**config.mk**
```make
export PLATFORM = sky130hd
export DESIGN_NAME = multdiv_ctrl
export DESIGN_NICKNAME = d
export VERILOG_FILES = /design/src/rtl/multdiv_ctrl.sv
export SDC_FILE = /design/constraint.sdc
export NUM_CORES = 1
export LEC_CHECK = 0
export CORE_AREA = 2 2 39 41
export CTS_CLUSTER_SIZE = 24
export DETAILED_ROUTE_END_ITERATION = 16
export DIE_AREA = 0 0 41 43
export DONT_BUFFER_PORTS = 1
export PLACE_DENSITY = 0.53
export REMOVE_ABC_BUFFERS = 1
export SYNTH_ARGS = -nofsm -noshare
export SYNTH_HDL_FRONTEND = slang
export SYNTH_SLANG_ARGS = --single-unit
export TNS_END_PERCENT = 100
```
**constraint.sdc**
```tcl
create_clock -name clk -period 1.7 [get_ports clk]
set_input_delay 0.34 -clock clk [delete_from_list [all_inputs] [get_ports clk]]
set_output_delay 0.34 -clock clk [all_outputs]
set_load 0.05 [all_outputs]
```
**src/rtl/multdiv_ctrl.sv**
```systemverilog
// multdiv_ctrl
//   Sequencing controller for the multiply/divide unit and the P/W latch.
//   It decodes mul/div in the X stage and issues a one-cycle start pulse.
//   It stalls the pipeline until the multdiv result is ready. On release it
//   strobes the P/W latch enable together with the rstatus exception code.
//
//   Optional feature macro: MULTDIV_TIMEOUT_EN
//     defined   : a saturating BUSY-cycle counter forces completion after
//                 TIMEOUT cycles, with pw_exc=1.
//     undefined : no counter; BUSY waits indefinitely for md_resultRDY.
//
// Parameters
//   TIMEOUT       max BUSY cycles before forced completion (timeout build only)
// Ports
//   clk           pipeline clock, rising edge
//   reset         asynchronous, active-low reset
//   x_IR[31:0]    instruction currently in X
//   md_resultRDY  multdiv result valid
//   md_exception  multdiv overflow / divide-by-zero, valid with md_resultRDY
//   ctrl_MULT     one-cycle multiply start pulse
//   ctrl_DIV      one-cycle divide start pulse
//   stall         freeze PC, F/D, D/X; bubble into X/M
//   pw_we         P/W latch input enable, one cycle
//   pw_exc        exception flag accompanying pw_we
//   pw_rstatus    4 (mul) or 5 (div) when pw_exc, else 0
//   busy          high in BUSY state
module multdiv_ctrl #(
    parameter int unsigned TIMEOUT = 64
) (
    input  logic        clk,
    input  logic        reset,
    input  logic [31:0] x_IR,
    input  logic        md_resultRDY,
    input  logic        md_exception,
    output logic        ctrl_MULT,
    output logic        ctrl_DIV,
    output logic        stall,
    output logic        pw_we,
    output logic        pw_exc,
    output logic [31:0] pw_rstatus,
    output logic        busy
);

    typedef enum logic {
        IDLE = 1'b0,
        BUSY = 1'b1
    } state_t;

    state_t state, state_next;
    logic   op_is_div;
    logic   is_mul, is_div, is_md;
    logic   timeout;
    logic   unused_ir;

    assign is_mul    = (x_IR[31:27] == 5'b00000) && (x_IR[6:2] == 5'b00110);
    assign is_div    = (x_IR[31:27] == 5'b00000) && (x_IR[6:2] == 5'b00111);
    assign is_md     = is_mul || is_div;
    assign unused_ir = ^{x_IR[26:7], x_IR[1:0]};

`ifdef MULTDIV_TIMEOUT_EN
    localparam int unsigned CW = $clog2(TIMEOUT + 1);

    logic [CW-1:0] cnt;

    // Counter holds at 0 in IDLE so it is clear on entry to BUSY, then
    // counts BUSY cycles and saturates at TIMEOUT.
    always_ff @(posedge clk or negedge reset) begin
        if (!reset) begin
            cnt <= '0;
        end else if (state == IDLE) begin
            cnt <= '0;
        end else if (cnt != CW'(TIMEOUT)) begin
            cnt <= cnt + 1'b1;
        end
    end

    // cnt == TIMEOUT-1 during the TIMEOUT-th BUSY cycle.
    assign timeout = (state == BUSY) && (cnt == CW'(TIMEOUT - 1));
`else
    // No forced completion in this build.
    assign timeout = (TIMEOUT == 0) && 1'b0;
`endif

    always_ff @(posedge clk or negedge reset) begin
        if (!reset) begin
            state     <= IDLE;
            op_is_div <= 1'b0;
        end else begin
            state <= state_next;
            if (state == IDLE && is_md) begin
                op_is_div <= is_div;
            end
        end
    end

    // Outputs are gated by reset so that asserting reset mid-operation
    // zeroes them at once, even with a mul/div sitting in X.
    always_comb begin
        state_next = state;
        ctrl_MULT  = 1'b0;
        ctrl_DIV   = 1'b0;
        stall      = 1'b0;
        pw_we      = 1'b0;
        pw_exc     = 1'b0;
        pw_rstatus = '0;
        busy       = 1'b0;
        unique case (state)
            IDLE: begin
                if (is_md && reset) begin
                    ctrl_MULT  = is_mul;
                    ctrl_DIV   = is_div;
                    stall      = 1'b1;
                    state_next = BUSY;
                end
            end
            BUSY: begin
                if (reset) begin
                    busy  = 1'b1;
                    stall = 1'b1;
                    if (md_resultRDY || timeout) begin
                        // A real result wins over a coincident timeout.
                        stall      = 1'b0;
                        pw_we      = 1'b1;
                        pw_exc     = md_resultRDY ? md_exception : 1'b1;
                        state_next = IDLE;
                        if (pw_exc) begin
                            pw_rstatus = op_is_div ? 32'd5 : 32'd4;
                        end
                    end
                end
            end
            default: state_next = IDLE;
        endcase
    end

endmodule

```
; ---- Yosys cells after proc, flatten, opt, wreduce, memory -nomap -nowiden
; Index checks and enable logic that the tools add are counted.
[classes]
n_reduce_logical = 6
mux = 24
bitwise = 1
n_eq_ne = 2
[op_table]
columns = operator, n
row1 = two-way mux 1 bit, 18
row2 = two-way mux 3 bit, 4
row3 = equality test 5 x 3 -> 1 bit (second input constant), 2
row4 = logical NOT 5 bit, 1
row5 = logical AND 1 bit, 4
row6 = case mux 1 bit (2 select lines), 2
row7 = logical OR 1 bit, 1
row8 = NOT 1 bit, 1
[totals]
out_inout_bits = 38
ff_bits = 2
word_cells = 35
inputBits = 36

; ---- Logic depth before layout (Yosys ltp)
[logic_depth]
depth_word = 6
mapped_depth = 3
depth_no_buf = 3

; ---- Least setup slack after synthesis
; OpenSTA, ideal clock, no wires.
[synth_path]
path_kind = flip-flop to output port
startpoint = register state
endpoint = output ctrl_DIV
setup_slack_ns = -0.538
n_path_buf = 0
t_required_ns = 1.360
t_arrival_ns = 1.898
stages_incl_launch_ff = 4
path_cell_list = dfrtp_1 > nor4_4 > nand3_2 > nor3_1
[synth_via]
elab_chain_len = 1
[synth_rtl]
columns = element, line
row1 = "start, declared", 49  ; state_t state, state_next;
row2 = "start signal, assigned", 89  ; state <= state_next;
row3 = two-way mux 1 bit, 107  ; unique case (state)
row4 = "end, declared", 36  ; output logic ctrl_DIV,
; No other way between the ends.

; ---- Worst setup path after layout
[layout_path]
startpoint = register state
endpoint = output pw_rstatus[0]
[layout_via]
elab_chain_len = 1
[layout_rtl]
columns = element, line
row1 = two-way mux 3 bit, 107
row2 = "end, declared", 40  ; output logic [31:0] pw_rstatus,
; No other way between the ends.

==> qor.txt <==
FLOORPLANNING
-----------------------------------------------------------------------------------------------------------------
Die width ..........................................................................................        41 um
Die Area ...........................................................................................    1763 um^2
Number of cell rows ................................................................................           14
Floorplan core area ................................................................................    1384 um^2
Starting density of the core .......................................................................       0.3029
Top-Level Pins .....................................................................................           74
Die H ..............................................................................................        43 um

POWER AND IR DROP
-----------------------------------------------------------------------------------------------------------------
Total power per unit cell area ..................................................................... 673.5 nW/um^2
Worst vdd rail ir drop .............................................................................     199.2 uV
Leakage ............................................................................................    0.2501 nW

FINAL LAYOUT
-----------------------------------------------------------------------------------------------------------------
Area Overhead vs Synth .............................................................................       11.04%
Fill cell instance count of the final layout .......................................................          163
Nets ...............................................................................................          100
Non-Filler Instances ...............................................................................           78
Most common cell after layout, fill and taps aside ................................................. sky130_fd_sc_hd__conb_1
Total inserted antenna cells .......................................................................            0
Post-route standard cell area excluding fillers ....................................................   465.4 um^2
Share of final-layout standard cells stronger than drive strength 1 ................................       0.3548
Commonest non-fill, non-tap cells in the layout .................................................... 30 x sky130_fd_sc_hd__conb_1, 3 x sky130_fd_sc_hd__clkbuf_4, 3 x sky130_fd_sc_hd__buf_6, 3 x sky130_fd_sc_hd__buf_4

GRT
-----------------------------------------------------------------------------------------------------------------
Antenna violations before repair ...................................................................            0
Wire length of the first global-routing pass .......................................................       828 um
Global route overflow ..............................................................................            0
Number of global-route vias before repair ..........................................................          212
Overall routing resource usage .....................................................................      0.07823
Pin count of the biggest net entering global routing ...............................................            6

STA
-----------------------------------------------------------------------------------------------------------------
Minimum clock period ...............................................................................      1655 ps
Count of endpoints failing setup in the final report ...............................................            0
Final worst clock skew .............................................................................     1.769 ps
Highest attainable clock frequency .................................................................    604.2 MHz
RSZ-0062 raised after global routing ...............................................................          yes
Fin. max-slew vios .................................................................................            0
Period Utilization, post-route .....................................................................       0.9735
Count of final hold-check violations ...............................................................            0

DETAILED ROUTING
-----------------------------------------------------------------------------------------------------------------
DRT antenna net count ..............................................................................            0
Number of design-rule violations left by the first detailed-router iteration .......................            1
Mean number of vias per cell .......................................................................        3.538
Average routed wire per standard cell ..............................................................     8.513 um
DRC violation count after routing ..................................................................            0
Total wire length after detailed routing ...........................................................       664 um
Length of the first detailed-routing pass in iterations ............................................            2
Via Count ..........................................................................................          276

YOSYS
-----------------------------------------------------------------------------------------------------------------
Compound-cell area share of the yosys netlist ......................................................      0.02388
Share of cell area taken by muxes after synthesis ..................................................      0.03582
Sequential share of the synthesized area ...........................................................       0.1194
Combinational family with the most area after synthesis ............................................ buffers and inverters
XOR/XNOR share of the synthesized area .............................................................            0
Netlist Area Pre-Place .............................................................................   419.2 um^2
Synth Register Bits ................................................................................            2
Yosys warning count ................................................................................            0
Syn_area_per_cell ..................................................................................   8.061 um^2
Post-synthesis instance total ......................................................................           52
Arithmetic-cell share of the synthesized area counting full adders, half adders and majority gates .            0
Basic-gate share of the synthesized area counting and, or, nand and nor cells ......................       0.2388
Number of distinct library cells after synthesis ...................................................           18

CLOCK TREE
-----------------------------------------------------------------------------------------------------------------
TritonCTS buffer count .............................................................................            3
Clock tree from TritonCTS ..........................................................................         done
Clock slew seen by the registers of the worst setup and hold paths .................................        30 ps
Worst-Skew Late Latency ............................................................................       220 ps
Maximum root-to-sink buffer count ..................................................................            2
CTS H-tree depth ...................................................................................            1
Clock tree root driver cell ........................................................................ sky130_fd_sc_hd__clkbuf_4
Clock net sink count ...............................................................................            2

PLACED DESIGN
-----------------------------------------------------------------------------------------------------------------
Half-perimeter wire length after detailed placement ................................................     517.1 um
Placed Instances ...................................................................................           72
Input/output buffers ...............................................................................            0
Last weighted congestion value of the routability-driven placer ....................................       0.5567
Post-DP Area .......................................................................................   395.4 um^2

CRITICAL PATH
-----------------------------------------------------------------------------------------------------------------
Critical path data arrival time ....................................................................      1310 ps
Crit path launch type ..............................................................................     register
Worst-path fanout max ..............................................................................            4
Worst reg2reg endpoint .............................................................................    op_is_div
Critical path capture point type ...................................................................  output port
Startpoint of the lowest-slack register-to-register path ...........................................        state
Category of the critical setup timing path ......................................................... register to output port
Length in cells of the worst reg-to-reg path .......................................................            4
Setup slack of the most critical reg-to-reg path ...................................................       410 ps
Required time at the endpoint of the critical path .................................................      1360 ps
Crit path capture .................................................................................. pw_rstatus[0]
Launch point of the worst path .....................................................................        state

RUN STATUS
-----------------------------------------------------------------------------------------------------------------
Outcome ............................................................................................    completed

HOLD PATH
-----------------------------------------------------------------------------------------------------------------
Class of the worst hold path ....................................................................... primary input to register

JOB
-----------------------------------------------------------------------------------------------------------------
Max Cap Violations .................................................................................            0

-- flip-flops by register name, indices dropped and copies added, names as in the netlist --
name / cells
op_is_div: 1
state: 1
-- kinds of logic after synthesis --
| group | Yosys count |
|---|---|
| buffers and inverters | 33 |
| AND/OR/NAND/NOR | 13 |
| AO/OA/AOI/OAI | 2 |
| flip-flops | 2 |
| multiplexers | 1 |
| other | 1 |
-- power by group --
part	leakage (nW)	total [mW]	switching, mW	internal [mW]
Combinational	0.209	0.159	0.151	0.00784
Clock	0.0138	0.105	0.0269	0.0778
Sequential	0.0278	0.0501	0.000865	0.0493
-- worst min path at each step --
stage               slack, ps    start  cells after the start   endpoint
floorplan                  40    reset                      0  op_is_div
global placement           40    reset                      0  op_is_div
detailed placement         40    reset                      0  op_is_div
CTS                       260  x_IR[2]                      1  op_is_div
global route              240  x_IR[2]                      1  op_is_div
finish                    260  x_IR[2]                      1  op_is_div
-- Yosys cell counts, drive strengths merged --
cell / count / area [um^2]
nor4: 1 / 21.27
inv: 2 / 7.510
mux2: 1 / 15.01
and3: 2 / 13.77
buf: 31 / 232.7
nand2: 2 / 7.510
nor3: 2 / 10.01
o21ai: 1 / 5.000
or2b: 1 / 7.510
nor2: 1 / 3.750
nand3: 1 / 10.01
and2: 2 / 13.77
conb: 1 / 3.750
a21oi: 1 / 5.000
dfrtp: 2 / 50.05
and4bb: 1 / 12.51
-- critical path, stage by stage (launching register included) --
cell and delay (ps):
sky130_fd_sc_hd__dfrtp_1 390, sky130_fd_sc_hd__buf_4 150, sky130_fd_sc_hd__and3_2 220, sky130_fd_sc_hd__and3_4 190
sky130_fd_sc_hd__buf_12 140
-- metal layers --
| metal | global-route usage | wire length (um) | vias up |
|---|---|---|---|
| met1 | 0.07051 | 210 | 114 |
| met5 | 0 | 0 | - |
| met2 | 0.1000 | 283 | 36 |
| met4 | 0.08000 | 8 | 0 |
| li1 | - | - | 124 |
| met3 | 0.06283 | 162 | 2 |
-- stage by stage --
stage	TNS, ps	power, mW	setup slack [ps]	hold slack [ps]	util
finish	0	0.3135	45.02	264.2	0.3363
floorplan	-1763	0.2020	-537.7	44.41	-
detailed placement	0	0.2040	66.35	44.55	0.2857
global placement	0	0.2039	86.16	44.54	0.2857
global route	-18.15	0.3342	-10.84	243.2	0.3363
CTS	0	0.3193	4.204	255.2	0.3345
-- what timing repair did --
action	CTS	global route
endpoints found under the setup margin	3	4
pin swaps	3	0
buffers inserted	2	0
resized for setup	5	1
hold endpoints to repair	2	0
hold buffers	1	0
-- area by class of cell --
| class | count | area (um^2) | area share |
|---|---|---|---|
| clock buffer | 3 | 22.52 | 0.04839 |
| inverter | 2 | 7.507 | 0.01613 |
| multi-input combinational | 46 | 259.0 | 0.5565 |
| sequential | 2 | 50.05 | 0.1075 |
| tap | 16 | 20.02 | 0.04301 |
| timing repair buffer | 9 | 106.4 | 0.2285 |
(Power assumes the default switching activity.)
